$ cat src/rtl/efb_wb_arbiter.sv
// Round-robin arbiter sharing the EFB Wishbone slave port between NUM_REQ requesters,
// with per-requester lock for multi-access sequences and an ack timeout.
module efb_wb_arbiter #(
    parameter int NUM_REQ        = 2,
    parameter int ADR_W          = 8,
    parameter int DAT_W          = 8,
    parameter int TIMEOUT_CYCLES = 255
) (
    input  logic                     clk,
    input  logic                     RST_N,
    input  logic [NUM_REQ-1:0]       req_stb,
    input  logic [NUM_REQ-1:0]       req_we,
    input  logic [NUM_REQ-1:0]       req_lock,
    input  logic [NUM_REQ*ADR_W-1:0] req_adr,
    input  logic [NUM_REQ*DAT_W-1:0] req_dat,
    output logic [NUM_REQ-1:0]       req_ack,
    output logic [NUM_REQ-1:0]       req_err,
    output logic [DAT_W-1:0]         req_rdat,
    output logic [NUM_REQ-1:0]       grant,
    output logic                     wb_stb_o,
    output logic                     wb_cyc_o,
    output logic                     wb_we_o,
    output logic [ADR_W-1:0]         wb_adr_o,
    output logic [DAT_W-1:0]         wb_dat_o,
    input  logic [DAT_W-1:0]         wb_dat_i,
    input  logic                     wb_ack_i
);

    localparam int LW = (NUM_REQ > 1) ? $clog2(NUM_REQ) : 1;
    localparam int CW = (TIMEOUT_CYCLES > 0) ? $clog2(TIMEOUT_CYCLES + 1) : 1;
    localparam logic [CW-1:0] CNT_LAST = (TIMEOUT_CYCLES > 0) ? CW'(TIMEOUT_CYCLES - 1) : '0;
    localparam logic [CW-1:0] CNT_MAX  = '1;
    localparam logic          TO_EN    = (TIMEOUT_CYCLES > 0);

    localparam logic [1:0] IDLE   = 2'd0;
    localparam logic [1:0] ACCESS = 2'd1;
    localparam logic [1:0] GAP    = 2'd2;

    logic [1:0]         r_state;
    logic [LW-1:0]      r_last;
    logic [LW-1:0]      r_gidx;
    logic [LW-1:0]      r_lock_idx;
    logic               r_lock_vld;
    logic [CW-1:0]      r_cnt;

    logic [NUM_REQ-1:0] w_own_mask;
    logic [NUM_REQ-1:0] w_cand;
    logic [NUM_REQ-1:0] w_win_mask;
    logic [LW-1:0]      w_win;
    logic               w_found;
    logic               w_timeout;
    logic               w_lock_rel;

    assign wb_cyc_o = wb_stb_o;

    // Candidate set and round-robin search starting just after the last winner.
    always_comb begin
        w_own_mask = {{(NUM_REQ-1){1'b0}}, 1'b1} << r_lock_idx;
        w_cand     = r_lock_vld ? (req_stb & w_own_mask) : req_stb;
        w_found    = 1'b0;
        w_win      = '0;
        for (int k = 1; k <= NUM_REQ; k++) begin
            if (!w_found && w_cand[(int'(r_last) + k) % NUM_REQ]) begin
                w_found = 1'b1;
                w_win   = LW'((int'(r_last) + k) % NUM_REQ);
            end
        end
        w_win_mask = {{(NUM_REQ-1){1'b0}}, 1'b1} << w_win;
        w_timeout  = TO_EN && (r_cnt == CNT_LAST) && !wb_ack_i;
        w_lock_rel = r_lock_vld && !req_stb[r_lock_idx] && !req_lock[r_lock_idx];
    end

    always_ff @(posedge clk) begin
        if (!RST_N) begin
            r_state    <= IDLE;
            r_last     <= LW'(NUM_REQ - 1);
            r_gidx     <= '0;
            r_lock_idx <= '0;
            r_lock_vld <= 1'b0;
            r_cnt      <= '0;
            req_ack    <= '0;
            req_err    <= '0;
            req_rdat   <= '0;
            grant      <= '0;
            wb_stb_o   <= 1'b0;
            wb_we_o    <= 1'b0;
            wb_adr_o   <= '0;
            wb_dat_o   <= '0;
        end else begin
            case (r_state)
                IDLE: begin
                    if (w_lock_rel) begin
                        r_lock_vld <= 1'b0;
                        grant      <= '0;
                    end else if (w_found) begin
                        wb_stb_o <= 1'b1;
                        wb_we_o  <= req_we[w_win];
                        wb_adr_o <= req_adr[w_win*ADR_W +: ADR_W];
                        wb_dat_o <= req_dat[w_win*DAT_W +: DAT_W];
                        grant    <= w_win_mask;
                        r_gidx   <= w_win;
                        r_last   <= w_win;
                        r_cnt    <= '0;
                        r_state  <= ACCESS;
                    end
                end
                ACCESS: begin
                    if (wb_ack_i || w_timeout) begin
                        wb_stb_o <= 1'b0;
                        wb_we_o  <= 1'b0;
                        wb_adr_o <= '0;
                        wb_dat_o <= '0;
                        r_state  <= GAP;
                        // Ack takes precedence over a timeout landing on the same edge.
                        if (wb_ack_i) begin
                            req_ack    <= grant;
                            req_rdat   <= wb_dat_i;
                            r_lock_vld <= req_lock[r_gidx];
                            r_lock_idx <= r_gidx;
                            if (!req_lock[r_gidx]) grant <= '0;
                        end else begin
                            req_err    <= grant;
                            req_rdat   <= '0;
                            r_lock_vld <= 1'b0;
                            grant      <= '0;
                        end
                    end else if (r_cnt != CNT_MAX) begin
                        r_cnt <= r_cnt + 1'b1;
                    end
                end
                GAP: begin
                    req_ack <= '0;
                    req_err <= '0;
                    r_state <= IDLE;
                end
                default: r_state <= IDLE;
            endcase
        end
    end

endmodule

$ cat config.mk
export PLATFORM = sky130hd
export DESIGN_NAME = efb_wb_arbiter
export DESIGN_NICKNAME = d
export VERILOG_FILES = /design/src/rtl/efb_wb_arbiter.sv
export SDC_FILE = /design/constraint.sdc
export NUM_CORES = 1
export LEC_CHECK = 0
export CORE_ASPECT_RATIO = 0.7
export CORE_UTILIZATION = 47
export DETAILED_ROUTE_END_ITERATION = 12
export PLACE_DENSITY_LB_ADDON = 0.1
export SETUP_SLACK_MARGIN = 0.2
export SYNTH_ARGS = -nofsm -noshare
export SYNTH_HDL_FRONTEND = slang
export SYNTH_SLANG_ARGS = --single-unit
$ cat constraint.sdc
create_clock -name clk -period 2 [get_ports clk]
set_input_delay 0.5 -clock clk [delete_from_list [all_inputs] [get_ports clk]]
set_output_delay 0.5 -clock clk [all_outputs]
set_load 0.05 [all_outputs]
Word-level counts from Yosys, hierarchy flattened
Cells that the tools add are included.
Widths: inputs -> output; s select.
{ "classes": {"add_sub_neg": 3, "n_lt_le_gt_ge": 5, "shifts": 4, "reduce_logical": 22, "muxes": 59, "bitwise": 4, "n_eq_ne": 14} }
{ "op_table": {"columns": ["cell", "n"], "rows": [
  ["$mux 8", 10],
  ["$pmux 8 s2", 3],
  ["$shiftx 16x5->8", 2],
  ["$mux 1", 26],
  ["$mux 2", 13],
  ["$reduce_and 3->1", 6],
  ["$ne 2x2->1 const B", 8],
  ["$pmux 2 s2", 4],
  ["$add 8x1->8 const B", 1],
  ["$eq 8x8->1 const B", 1],
  ["$ne 8x8->1 const B", 1],
  ["$reduce_and 4->1", 2],
  ["$lt 1x2->1 const B", 3],
  ["$lt 2x3->1 const B", 2],
  ["$ne 3x3->1 const B", 2],
  ["$pmux 1 s2", 3],
  ["$reduce_and 5->1", 1],
  ["$logic_and 1x1->1", 4],
  ["$logic_not 1->1", 4],
  ["$reduce_bool 2->1", 2],
  ["$shl 1x1->2 const A", 2],
  ["$add 1x1->1 const B", 2],
  ["$and 1x1->1 const A", 2],
  ["$and 2x2->2", 1],
  ["6 further kinds", 6]
]} }
{ "word_totals": {"ff_bits": 46, "wordCells": 125, "output_inout_bits": 33, "inputBits": 49} }

Logic depth before layout (Yosys ltp)
Gate-level depths: netlist of the first run.
{ "depth": {"ltp_word": 15, "ltp_mapped": 7, "ltp_nobuf": 6} }

Worst setup path before layout of the first run
Ideal clock, no wire load.
{ "synth_path": {"path_type": "register to register", "from": "register r_cnt[0]", "to": "register wb_adr_o[6]", "path_buffers": 1, "t_required_ps": 1924, "synth_period_minus_slack_ps": 1737, "setup_ps": 76, "stages_incl_launch_ff": 8, "t_arrival_ps": 1662, "slack_ps": 263, "path_cell_list": "dfxtp_1 inv_1 ha_1 and3_1 a21oi_2 clkbuf_1 o211ai_1 a21boi_0"} }
{ "synth_between": {"elab_chain_len": 5} }
{ "synth_lines": {"columns": ["item", "line", "rtl"], "rows": [
  ["start: declaration", "44", "logic [CW-1:0] r_cnt;"],
  ["start signal: assignment", "128", "r_cnt <= r_cnt + 1'b1;"],
  ["$eq 8x8->1", "69", "w_timeout = TO_EN && (r_cnt == CNT_LAST) && !wb_ack_i;"],
  ["$logic_and 1x1->1", "69", null],
  ["$logic_or 1x1->1", "108", "if (wb_ack_i || w_timeout) begin"],
  ["$ne 2x2->1 (no line)", null, null],
  ["$reduce_and 4->1 (no line)", null, null],
  ["end signal: assignment", "98", "wb_adr_o <= req_adr[w_win*ADR_W +: ADR_W];"],
  ["end: declaration", "23", "output logic [ADR_W-1:0] wb_adr_o,"]
]} }
No other way between the ends.
A chain may end at the register's enable or synchronous reset.

Final worst setup path of the first run
{ "layout_path": {"from": "input port wb_ack_i", "to": "register grant[1]"} }
{ "layout_between": {"elab_chain_len": 5, "word_cells_on_any_way": 9, "classes_between": "2 x eq/ne; 3 x mux; 4 x reduce/logical"} }
{ "layout_lines": {"columns": ["item", "line", "rtl"], "rows": [
  ["start: declaration", "26", "input logic wb_ack_i"],
  ["$logic_not 1->1", "69", null],
  ["$logic_and 1x1->1", "69", null],
  ["$logic_or 1x1->1", "108", null],
  ["$ne 2x2->1 (no line)", null, null],
  ["$reduce_and 4->1 (no line)", null, null],
  ["end signal: assignment", "100", "grant <= w_win_mask;"],
  ["end: declaration", "19", "output logic [NUM_REQ-1:0] grant,"]
]} }
Several ways; a longest one is shown, not always the timed one. The select of a mux whose other input is x is not followed.

==> results of run 1 <==
-- state kept, by name, indices dropped and copies added, names as in the netlist --
signal,flops
r_state,2
req_err,2
r_cnt,8
wb_we_o,1
wb_adr_o,8
wb_dat_o,8
wb_cyc_o,1
req_rdat,8
r_last,1
grant,2
r_gidx,1
r_lock_vld,1
r_lock_idx,1
req_ack,2
-- cell usage in the layout (no fill, tap or decap), drive strengths merged, types with 6 or more instances in the layout --
master         Yosys  routed
o211ai            19      19
o21ai             29      29
and4              18      18
mux2i             10      10
a21oi             11      11
nand3             12      12
dfxtp             46      46
nand2             17      17
dlygate4sd2        0      20
a21boi            28      28
nand3b             6       6
a31oi             17      17
inv               21      22
clkdlybuf4s50      0      46
buf               14      39
-- layer usage --
| metal | routed length (µm) | vias up | part of all wire [%] |
|---|---|---|---|
| li1 | - | 1307 | - |
| met1 | 3530 | 1208 | 50 |
| met2 | 2900 | 108 | 41 |
| met3 | 527 | 5 | 7.5 |
| met4 | 43 | 0 | 0.61 |
| met5 | 0 | - | 0 |
-- kinds of logic (layout without fill, tap and decap cells) --
group	count (synthesis)	in the layout	share of synthesized area, %
AOI/OAI and AO/OA	119	119	31.5
buffers and inverters	50	134	8.30
muxes	11	11	4.44
adders and majority gates	2	2	0.965
DFF	46	46	35.5
and+or+nand+nor	79	79	19.2
-- repair_timing --
action	CTS	global route
gates resized for setup	21	6
pin swaps	0	2
endpoints found under the setup margin	44	15
-- where the power goes --
group | total [mW] | switching [mW] | internal [mW]
clock | 0.690 | 0.315 | 0.375
sequential | 1.03 | 0.0488 | 0.981
combinational | 0.845 | 0.491 | 0.354
total | 2.56 | 0.855 | 1.71
-- critical path: cells and delay by family --
family	cells	cell delay [ns]
buffers and inverters	1	0.50
AOI/OAI and AO/OA	3	0.69
and+or+nand+nor	1	0.26
-- layout make-up --
type                       count  area, µm²  area share (%)
multi-input combinational    211       1470            40.0
timing repair buffer         105       1000            27.3
sequential                    46        925            25.1
tap                           72       90.1            2.45
inverter                      21       78.8            2.14
clock buffer                   5       68.8            1.87
clock inverter                 3       43.8            1.19
-- worst min-delay path by stage --
| stage | from | slack, ns | endpoint | depth (start not counted) |
|---|---|---|---|---|
| 6_report | req_rdat[2] | 0.48 | req_rdat[2] | 2 |
| 5_1_grt | req_rdat[4] | 0.50 | req_rdat[4] | 2 |
| 4_1_cts | req_rdat[5] | 0.48 | req_rdat[5] | 2 |
| 3_5_place_dp | req_rdat[5] | 0.47 | req_rdat[5] | 2 |
| 3_3_place_gp | req_rdat[4] | 0.46 | req_rdat[4] | 2 |
| 2_1_floorplan | r_last | 0.44 | r_last | 2 |
==> summary.txt, run 1 <==
STA
  – Unrepaired setup endpoints after global routing: true
  – Final setup violation count: 0
  – Final hold vios: 0
  – Max-slew headroom: 66.4%
  – Period utilization: 87.5%
  – TNS Setup: 0 ns
  – Achievable clock frequency: 0.571 GHz
  – Setup WS post-layout: 0.250 ns
  – Clk_skew: 0.0118 ns
  – Final hold slack: 0.479 ns
  – Fin. max-slew vios: 0
  – Worst-Margin Slew: 0.506 ns
  – Period minus WS final: 1.75 ns

Route
  – Wire per inst: 15.1 µm
  – Vias per cell: 5.68
  – Drt first pass iters: 5
  – Number of nets with antenna violations after detailed routing: 0
  – Via count: 2628
  – Initial DRC Count: 181
  – Total wire length: 7.00 mm
  – DRC viols: 0

Clock network
  – Root buffer cell: clkbuf_8
  – Worst-path clk slew: 0.09 ns
  – Post-CTS setup buffer count: 0
  – Total number of H-tree levels: 2
  – Hold-fix buffers, CTS: 0
  – Worst-skew pair later-pin latency: 0.29 ns
  – Num CTS Buffers: 5
  – TritonCTS Sinks: 46
  – CTS tree: done
  – Largest buffer count on any clock path: 2

Global route
  – First-pass GRT wire length: 11.5 mm
  – Met2 usage: 35.6%
  – Busiest grt layer: met1
  – Gr usage total: 24.9%
  – Met1 usage in global routing: 37.5%
  – Grt met3 use: 6.07%
  – Total gr overflow: 0
  – Initial antenna violation count: 0
  – Largest net degree at the start of global routing: 36
  – Vias in the first global route: 2325

Critical path
  – R2r endpoint: r_cnt[5]
  – Crit path arrival time: 1.94 ns
  – Maximum fanout along the worst path: 5
  – CP required: 2.19 ns
  – Worst Reg-to-Reg Cells: 4
  – CP max stage delay: 0.50 ns
  – Crit end category: flip-flop
  – Critical path type: in -> reg
  – Reg2reg start: r_state[1]
  – Crit path from: wb_ack_i
  – Flop2flop setup slack: 0.32 ns
  – CP startpoint kind: primary input
  – Worst setup path end: grant[1]
  – Cell Chain, Critical Path: clkdlybuf4s50_1, nand4b_1, o221ai_2, o311ai_2, a31o_2
  – Slowest CP cell: clkdlybuf4s50_1

Synth
  – Most used flip-flop cell after synthesis: dfxtp_1
  – Post-synthesis instance area: 2590 µm²
  – Synth cell count leaders: dfxtp_1, o21ai_0, a21boi_0, inv_1, o211ai_1
  – Yosys warning count: 0
  – Count leader, synth: dfxtp_1
  – Syn nets: 358
  – Post-synth ARST share: 0%
  – Synth area leader: dfxtp_1
  – Area contributors post-synth: dfxtp_1, a21boi_0, and4_1, o21ai_0, o211ai_1
  – Syn Inst Count: 307
  – Sequential area share after synthesis: 35.5%
  – Yosys top cell area share: 35.5%
  – Synth Area per Inst: 8.45 µm²
  – Distinct cells, synth: 47
  – EDFF count, synth: 0
  – Seq cells post-synth: 46

Die
  – Die footprint: 5820 µm²
  – Io pins: 82
  – Starting density of the core: 49.1%
  – Die Y: 64.2 µm
  – # rows: 22
  – Die Wd: 90.8 µm
  – Core Region: 5290 µm²

Layout
  – Nets: 441
  – Post-route cell area: 3680 µm²
  – Final design utilization: 69.6%
  – Antenna cells: 0
  – Post-Layout Cell Count: 463
  – Layout cells sized above 1: 15.9%
  – Area Growth Syn to Fin: 41.9%
  – Fillers: 447

Job
  – Max Cap Viol: 0

Place
  – Buffers added on ports: 81
  – Pre-CTS setup slack: -0.212 ns
  – Placed Area: 3580 µm²
  – HPWL Detailed: 5.23 mm
  – Dpl cells: 455
  – Routability cong.: 0.817

Power and ir drop
  – Total power draw: 2.56 mW
  – Pwr Density: 697 nW/µm²
  – LEAKAGE: 1.47 nW
  – Maximum vdd drop: 0.395 mV

Outcome
  – Status: finished, final reports clean

Min path
  – Hold WC Path Type: reg -> reg
No activity file was read; power rests on OpenSTA's default activity.
==> run 2: changes to the inputs <==
- HOLD_SLACK_MARGIN: not set -> 0.1
- clock period: 2 -> 1.64 ns (I/O delays scaled with it)
==> run 2 against run 1 <==
Total power increased by 37%. Sequential power is 25% higher. Clock power is 7.0% higher. Sequential cell count stayed put. The run now ends with setup timing left. Die area unchanged. Largest power group is now combinational cells. Register-to-register slack got worse by 0.35 ns.
==> summary.txt, run 2 (same netlist as run 1, synthesis figures left out) <==
STA
  – Period minus WS final: 1.67 ns
  – Period utilization: 102%
  – Max-slew headroom: 67.9%
  – Achievable clock frequency: 0.600 GHz
  – Fin. max-slew vios: 0
  – Setup WS post-layout: -0.0278 ns
  – Clk_skew: 0.00624 ns
  – Final hold vios: 0
  – Final setup violation count: 2
  – Worst-Margin Slew: 0.480 ns
  – Unrepaired setup endpoints after global routing: true

Clock network
  – CTS tree: done
  – Total number of H-tree levels: 2
  – Worst-skew pair later-pin latency: 0.30 ns
  – TritonCTS Sinks: 46
  – Num CTS Buffers: 5
  – Worst-path clk slew: 0.09 ns
  – Root buffer cell: clkbuf_8
  – Largest buffer count on any clock path: 2

Place
  – HPWL Detailed: 5.48 mm
  – Buffers added on ports: 81
  – Routability cong.: 0.847

Layout
  – Nets: 468
  – Most common cell after layout, fill and taps aside: clkdlybuf4s50_1
  – Fillers: 288
  – Final design utilization: 84.6%
  – Layout cells sized above 1: 34.0%
  – Antenna cells: 0
  – FF+latch area: 936 µm²
  – Area Growth Syn to Fin: 72.5%
  – Most frequent cells in the layout: clkdlybuf4s50_1, buf_4, dfxtp_1, buf_12, a21boi_1
  – Multi-input logic area: 1690 µm²

Route
  – Vias per cell: 5.98
  – Total wire length: 9.18 mm
  – Wire per inst: 18.7 µm
  – DRC viols: 0
  – Number of nets with antenna violations after detailed routing: 0
  – Drt first pass iters: 5
  – Initial DRC Count: 248
  – Via count: 2931

Die
  – # rows: 22
  – Die footprint: 5820 µm²
  – Die Wd: 90.8 µm
  – Die Y: 64.2 µm
  – Core Region: 5290 µm²
  – Io pins: 82
  – Starting density of the core: 49.1%

Critical path
  – Crit path arrival time: 1.87 ns
  – Crit end category: flip-flop
  – CP startpoint kind: flip-flop
  – Maximum fanout along the worst path: 5
  – R2r endpoint: grant[1]
  – CP required: 1.84 ns
  – Reg2reg start: r_lock_idx
  – Worst Reg-to-Reg Cells: 7
  – Critical path type: reg -> reg
  – Flop2flop setup slack: -0.03 ns

Outcome
  – Status: complete, but fails checks
  – Failing checks: setup timing

Min path
  – WHS Endpoint: req_rdat[5]
  – Hold WC Path Type: reg -> reg
  – Hold Crit Start: req_rdat[5]
  – Hold depth: 2

Global route
  – Gr usage total: 27.8%
  – First-pass GRT wire length: 12.8 mm
  – Initial antenna violation count: 0
  – Largest net degree at the start of global routing: 35
  – Vias in the first global route: 2542
  – Total gr overflow: 0

Power and ir drop
  – Pwr Density: 783 nW/µm²
  – Total power draw: 3.50 mW
  – LEAKAGE: 1.71 nW
  – Maximum vdd drop: 0.501 mV

Job
  – Max Cap Viol: 0
-- run 2: changes by cell type in the layout (fill, tap and decap cells not counted), moves of 7 or more --
cell	previous run	this run
a21boi_0	24	2
a21boi_1	4	24
buf_12	6	30
buf_4	33	42
buf_6	0	8
dlygate4sd2_1	20	4
o21ai_0	29	15
o21ai_1	0	7
-- run 2: worst max-delay path by stage --
stage | depth (start not counted) | end | slack [ns] | startpoint
5_1_grt | 4 | r_cnt[4] | -0.05 | r_lock_idx
2_1_floorplan | 6 | r_cnt[5] | 0.14 | r_state[1]
3_5_place_dp | 6 | r_cnt[5] | -0.50 | req_stb[1]
4_1_cts | 7 | grant[1] | 0.07 | r_lock_idx
6_report | 7 | grant[1] | -0.03 | r_lock_idx
3_3_place_gp | 6 | r_cnt[5] | -0.44 | req_stb[1]
-- run 2: timing repair --
| action | in CTS | in global routing |
|---|---|---|
| hold buffers | 0 | 0 |
| cloned | 1 | 4 |
| buffers inserted | 9 | 9 |
| pin swaps | 19 | 18 |
| setup endpoints to repair | 43 | 40 |
| resized for setup | 51 | 43 |
-- run 2: where the power goes --
part	leakage, nW	switching [mW]	internal, mW
clock network	0.0447	0.430	0.308
logic	1.29	0.739	0.741
registers	0.380	0.0922	1.19
total	1.71	1.26	2.24
-- run 2: through the flow --
stage	hold slack [ns]	setup TNS [ns]	setup slack (ns)	cell area (µm²)	instances
after global placement	0.463	-12.71	-0.439	3900	459
after detailed placement	0.475	-14.50	-0.503	3900	459
after CTS	0.488	0	0.0715	4210	477
final	0.477	-0.0286	-0.0278	4470	490
after global routing	0.506	-0.202	-0.0491	4470	490
after floorplan	0.441	0	0.142	2700	307
-- run 2: critical path: stages (launching register included) --
cell and delay (ns):
dfxtp_4 0.40, mux2i_4 0.34, buf_6 0.15, a211oi_4 0.06, buf_6 0.14, buf_16 0.13, and3_4 0.16, a31o_4 0.20
-- run 2: final cells by class --
class	instances	share of cell area [%]
clock buffers	5	1.54
clock inverters	3	0.559
inverters	21	1.82
multi-input cells	211	37.7
flip-flops and latches	46	20.9
well taps	72	2.01
repair buffers	132	35.4
-- run 2: metal layers --
layer  global-route usage (%)  part of all wire (%)
met1                     40.2                    45
met2                     44.5                    44
met3                     5.00                   7.8
met4                     3.37                   3.4
met5                        0                     0
